## src/rtl/rv32i_types.sv

```systemverilog
// rv32i_types: shared arbiter defaults and the arbiter FSM state type
package rv32i_types;
  localparam int NUM_PORTS_DEF = 2;
  localparam int BURST_LEN_DEF = 4;
  typedef enum logic {IDLE, WBURST} arb_state_t;
endpackage

```

## src/rtl/arb_tag_fifo.sv

```systemverilog
// arb_tag_fifo: synchronous tag FIFO; i_push/i_pop/i_din in, o_dout (head)/o_full/o_empty out
module arb_tag_fifo #(
  parameter int DEPTH = 4,
  parameter int W = 1
) (
  input  logic         clk,
  input  logic         rst,
  input  logic         i_push,
  input  logic         i_pop,
  input  logic [W-1:0] i_din,
  output logic [W-1:0] o_dout,
  output logic         o_full,
  output logic         o_empty
);
  localparam int AW = DEPTH > 1 ? $clog2(DEPTH) : 1;
  logic [W-1:0] r_mem [DEPTH];
  logic [AW-1:0] r_wp, r_rp;
  logic [AW:0] r_cnt;
  logic w_push, w_pop;
  function automatic logic [AW-1:0] inc(input logic [AW-1:0] p);
    return (p == AW'(DEPTH - 1)) ? '0 : p + 1'b1;
  endfunction
  assign o_full = r_cnt == (AW+1)'(DEPTH);
  assign o_empty = r_cnt == '0;
  assign o_dout = r_mem[r_rp];
  assign w_push = i_push && !o_full;
  assign w_pop = i_pop && !o_empty;
  always_ff @(posedge clk) begin
    if (rst) begin
      r_wp <= '0;
      r_rp <= '0;
      r_cnt <= '0;
    end else begin
      if (w_push) begin
        r_mem[r_wp] <= i_din;
        r_wp <= inc(r_wp);
      end
      if (w_pop) r_rp <= inc(r_rp);
      r_cnt <= r_cnt + (AW+1)'(w_push) - (AW+1)'(w_pop);
    end
  end
endmodule

```

## src/rtl/mem_port_arbiter.sv

```systemverilog
// mem_port_arbiter: NUM_PORTS req_* ports arbitrated (RR or fixed) onto one bmem_* channel; write bursts lock the port, read beats routed by tag FIFO
module mem_port_arbiter
  import rv32i_types::*;
#(
  parameter int NUM_PORTS = NUM_PORTS_DEF,
  parameter int BURST_LEN = BURST_LEN_DEF,
  parameter int MAX_OUTSTANDING = 4,
  parameter int FIXED_PRIO = 0
) (
  input  logic                        clk,
  input  logic                        rst,
  input  logic [NUM_PORTS-1:0][31:0]  req_addr,
  input  logic [NUM_PORTS-1:0]        req_read,
  input  logic [NUM_PORTS-1:0]        req_write,
  input  logic [NUM_PORTS-1:0][63:0]  req_wdata,
  output logic [NUM_PORTS-1:0]        req_ready,
  output logic [NUM_PORTS-1:0]        req_rvalid,
  output logic [NUM_PORTS-1:0]        req_wdone,
  output logic [31:0]                 bmem_addr,
  output logic                        bmem_read,
  output logic                        bmem_write,
  output logic [63:0]                 bmem_wdata,
  input  logic                        bmem_ready,
  input  logic                        bmem_rvalid
);
  localparam int TW = $clog2(NUM_PORTS);
  localparam int CW = $clog2(BURST_LEN + 1);
  arb_state_t r_state;
  logic [TW-1:0] r_ptr, r_lock, w_gnt, w_head, w_nxt, w_base, w_k;
  logic [CW-1:0] r_wcnt, r_rcnt;
  logic [NUM_PORTS-1:0] r_wdone, w_elig;
  logic w_gnt_v, w_wr, w_fire, w_full, w_empty, w_push, w_pop, w_rbeat, r_err_underflow;
  always_comb begin
    w_elig = '0;
    for (int p = 0; p < NUM_PORTS; p++)
      w_elig[p] = (r_state == IDLE) ? (req_write[p] || (req_read[p] && !w_full))
                                    : (req_write[p] && TW'(p) == r_lock);
  end
  assign w_base = FIXED_PRIO != 0 ? '0 : r_ptr;
  always_comb begin
    w_gnt_v = 1'b0;
    w_gnt = '0;
    w_k = '0;
    for (int i = NUM_PORTS - 1; i >= 0; i--) begin
      w_k = TW'((int'(w_base) + i) % NUM_PORTS);
      if (w_elig[w_k]) begin
        w_gnt_v = 1'b1;
        w_gnt = w_k;
      end
    end
  end
  assign w_wr = (r_state == WBURST) || req_write[w_gnt];
  assign w_fire = w_gnt_v && bmem_ready && !rst;
  assign w_nxt = (w_gnt == TW'(NUM_PORTS - 1)) ? '0 : w_gnt + 1'b1;
  assign req_ready = w_fire ? NUM_PORTS'(1) << w_gnt : '0;
  assign bmem_addr = (w_gnt_v && !rst) ? req_addr[w_gnt] : '0;
  assign bmem_write = w_gnt_v && !rst && w_wr;
  assign bmem_read = w_gnt_v && !rst && !w_wr;
  assign bmem_wdata = bmem_write ? req_wdata[w_gnt] : '0;
  assign w_push = w_fire && !w_wr;
  assign w_rbeat = bmem_rvalid && !w_empty && !rst;
  assign w_pop = w_rbeat && r_rcnt == CW'(BURST_LEN - 1);
  assign req_rvalid = w_rbeat ? NUM_PORTS'(1) << w_head : '0;
  assign req_wdone = rst ? '0 : r_wdone;
  arb_tag_fifo #(.DEPTH(MAX_OUTSTANDING), .W(TW)) u_fifo (
    .clk     (clk),
    .rst     (rst),
    .i_push  (w_push),
    .i_pop   (w_pop),
    .i_din   (w_gnt),
    .o_dout  (w_head),
    .o_full  (w_full),
    .o_empty (w_empty)
  );
  always_ff @(posedge clk) begin
    if (rst) begin
      r_state <= IDLE;
      r_ptr <= '0;
      r_lock <= '0;
      r_wcnt <= '0;
      r_rcnt <= '0;
      r_wdone <= '0;
      r_err_underflow <= 1'b0;
    end else begin
      r_wdone <= '0;
      if (w_rbeat) r_rcnt <= w_pop ? '0 : r_rcnt + 1'b1;
      if (bmem_rvalid && w_empty) r_err_underflow <= 1'b1;
      if (w_push) r_ptr <= w_nxt;
      if (w_fire && w_wr) begin
        r_lock <= w_gnt;
        r_wcnt <= r_wcnt + 1'b1;
        if (r_wcnt == CW'(BURST_LEN - 1)) begin
          r_state <= IDLE;
          r_wcnt <= '0;
          r_wdone <= NUM_PORTS'(1) << w_gnt;
          r_ptr <= w_nxt;
        end else r_state <= WBURST;
      end
    end
  end
  ap_no_underflow: assert property (@(posedge clk) disable iff (rst) !r_err_underflow);
endmodule

```

## config.mk

```make
export PLATFORM = sky130hd
export DESIGN_NAME = mem_port_arbiter
export DESIGN_NICKNAME = d
export VERILOG_FILES = /design/src/rtl/rv32i_types.sv /design/src/rtl/arb_tag_fifo.sv /design/src/rtl/mem_port_arbiter.sv
export SDC_FILE = /design/constraint.sdc
export NUM_CORES = 1
export LEC_CHECK = 0
export ABC_CLOCK_PERIOD_IN_PS = 3170
export CAP_MARGIN = 15
export CORE_AREA = 2 2 117 119
export DETAILED_ROUTE_END_ITERATION = 7
export DIE_AREA = 0 0 119 121
export SLEW_MARGIN = 20
export SYNTH_ARGS = -nofsm -noshare
export SYNTH_HDL_FRONTEND = slang
export SYNTH_SLANG_ARGS = --single-unit
```

## constraint.sdc

```tcl
create_clock -name clk -period 3.17 [get_ports clk]
set_input_delay 0.634 -clock clk [delete_from_list [all_inputs] [get_ports clk]]
set_output_delay 0.634 -clock clk [all_outputs]
set_load 0.02 [all_outputs]
```

==> flow_summary.toml <==
[floorplan]
start_util = 0.212
die-area_sq_um = 14400
die_w_microns = 119
die_y_microns = 121
coreArea_sq_um = 13100
pin_count = 304
rows = 42

[worst_setup_path]
path_class = "in -> out"
slowest_stage = "or4b_4"
critPathLaunchType = "input port"
critPathMaxStageDelay_ns = 0.50
r2r_start = "r_state"
critPathTopFamily = "buffers and inverters"
crit_buf_inv = 5
crit_arrival_ns = 2.43
crit_chain = "dlygate4sd2_1 -> or4b_4 -> o221a_4 -> buf_12 -> buf_4 -> mux2i_2 -> nor2_1 -> buf_4 -> buf_4"
critPathCaptureType = "output pin"
cpMostUsedCell = "buf_4"
crit_fanout = 6
worstPathRequired_ns = 2.54
startpoint = "req_read[0]"

[hold_path]
hold_path.class = "reg -> reg"
hold_start = "r_rcnt[2]"

[cts]
worstSkewPairLatency_ns = 0.25
cts_tree = "yes"
htreeDepth = 1
cts_buffer_depth = 2
cts_root_buffer = "clkbuf_16"
cts_hold_buf = 0
cts_buffers = 3
cts.sinks = 24
clkSlewWorstSetupHoldPaths_ns = 0.06

[power_and_ir_drop]
power_frac_clock = 0.161
p_int_mw = 1.07
power_density_nw_per_um2 = 271
p_sw_mw = 0.624
power_frac_comb = 0.644
fin_total_pwr_mw = 1.69
seqPwrFrac = 0.195
swShare = 0.368
peakVddDrop_mv = 0.177
power_leakage_nw = 2.74

[synthesis]
ys.flop_type = "dfxtp_1"
synth_warnings = 0
ys_seq_elements = 24
synth_edf_count = 4
yosys-top-cells-area = "mux2i_1, nor2_1, dfxtp_1"
async_flop_share = 0
ys_seq_area_frac = 0.187
avgSynthCellArea_sq_um = 8.00
netlist_area_sq_um = 2780
yosysTopAreaCell = "mux2i_1"
synthDistinctLibCells = 49
synthesis.nets = 558
synth_top_area_frac = 0.350
syn_inst = 347

[outcome]
status = "finished, final reports clean"

[cells_and_area]
fin_cells = 858
fin_nets = 892
mostFrequentLayoutCells = "clkdlybuf4s50_1, nor2_1, mux2i_1"
final_common_cell = "clkdlybuf4s50_1"
design_area_sq_um = 6250
area_delta_synth_final_pct = 125
layout-drive-gt1-share = 0.244

[routing]
initialDrtViolationCount = 184
drt-pass1-iter-count = 4
wl_mm = 17.5
drc_errors = 0
ant_nets = 0
wl_per_cell_microns = 20.4
routed_via_density = 4.54
routed-via-count = 3894

[timing]
maxSlewHeadroom = 0.667
setup_viol = 0
maxSlewViolCount = 0
rsz0062_at_grt = "no"
hold_viol_final = 0
fmax_ghz = 0.326
worst_pin_slew_ns = 0.494
finClkSkew_ns = 0.00437
timing.final.crit_period_ns = 3.07
finalCritPeriodShare = 0.967

[grt]
grt_max_degree = 34
overflow = 0
grt_pass1_wl_mm = 24.6
antenna_found_initial = 4
grt_pass1_vias = 3916
grt_usage = 0.230

[placed_design]
port_buffers = 303
gp_congestion = 0.922
dpl_cell_area_sq_um = 6180
dp_hpwl_mm = 14.7
dp_cells = 839

[run]
drv_cap = 0
## registers in the layout (all words and copies together) (netlist names), named ones only
register	count
r_wcnt	3
r_lock	1
u_fifo.r_rp	2
r_state	1
r_ptr	1
r_wdone	2
u_fifo.r_wp	2
r_rcnt	3
u_fifo.r_cnt	3
u_fifo.r_mem	4
## layout make-up
| cell class | instances | area (sq um) |
|---|---|---|
| Timing Repair Buffer | 353 | 3270 |
| Clock inverter | 1 | 3.75 |
| Fill cell | 1302 | 6830 |
| Tap cell | 176 | 220 |
| Multi-Input combinational cell | 288 | 2120 |
| Inverter | 11 | 41.3 |
| Clock buffer | 3 | 75.1 |
| Antenna cell | 2 | 5.00 |
| Sequential cell | 24 | 522 |
## metal layers
layer  part of all wire  global-route usage
met1               0.43               0.311
met2               0.44               0.362
met3               0.12              0.0898
met4             0.0034              0.0134
met5             0.0013                   0
## cell usage after synthesis, drive strengths merged (2+ instances only)
cell type	instances
or4	2
nand3	7
nor2b	4
o221a	2
or4b	2
a21oi	3
dfxtp	20
nor3	3
nor2	107
a31oi	2
inv	10
clkbuf	4
or3	2
nand2	8
xnor2	2
mux2i	97
o21ai	4
buf	20
nor3b	2
and2	3
edfxtp	4
nand2b	2
o31ai	4
ha	10
a31o	3
and3	5
## worst paths after layout
check	endpoint	slack, ns	cells after the start
max	bmem_wdata[62]	0.10	9
min	r_rcnt[2]	0.46	2
max reg2reg	u_fifo.r_cnt[2]	0.63	11
min reg2reg	r_rcnt[2]	0.46	2
## metrics by stage
| step | worst slack (ns) | setup TNS [ns] | hold WS [ns] | util |
|---|---|---|---|---|
| floorplan | 0.493 | 0 | 0.440 | - |
| global placement | -0.476 | -38.38 | 0.454 | 0.473 |
| detailed placement | -0.490 | -40.02 | 0.460 | 0.473 |
| CTS | -0.0234 | -0.0405 | 0.468 | 0.479 |
| global route | 0.0443 | 0 | 0.483 | 0.477 |
| finish | 0.103 | 0 | 0.462 | 0.478 |
## cell families after synthesis
| logic type | Yosys count | synth area share |
|---|---|---|
| AOI/OAI and AO/OA | 27 | 0.0721 |
| xor gates and xnor gates | 2 | 0.00631 |
| adders and majority gates | 11 | 0.0523 |
| buffers and inverters | 35 | 0.0793 |
| DFF | 24 | 0.187 |
| muxes | 98 | 0.358 |
| and+or+nand+nor | 150 | 0.245 |
## timing repair
item / 4_1_cts / 5_1_grt
resized for setup: 325 / 39
gates cloned: 4 / 2
pin swaps: 2 / 3
endpoints found under the setup margin: 99 / 97
setup buffers: 9 / 0
## worst register-to-register path, cell delays in order (launching register included)
cell and delay (ns):
dfxtp_1 0.48, buf_4 0.21, inv_1 0.06, o21ai_0 0.25, buf_4 0.18, a31o_2 0.20
nor2_1 0.10, ha_1 0.21, fa_1 0.37, xnor2_1 0.19, xnor2_1 0.13, nor2_1 0.05
## power by group through the flow
stage | Clock [mW] | Combinational [mW] | Sequential (mW)
after CTS | 0.274 | 1.08 | 0.329
after detailed placement | 0 | 1.07 | 0.336
final | 0.272 | 1.09 | 0.330
after global routing | 0.287 | 1.15 | 0.332
after floorplan | 0 | 0.483 | 0.333
after global placement | 0 | 1.07 | 0.335
Note: power is estimated with default switching activity, not from simulation.
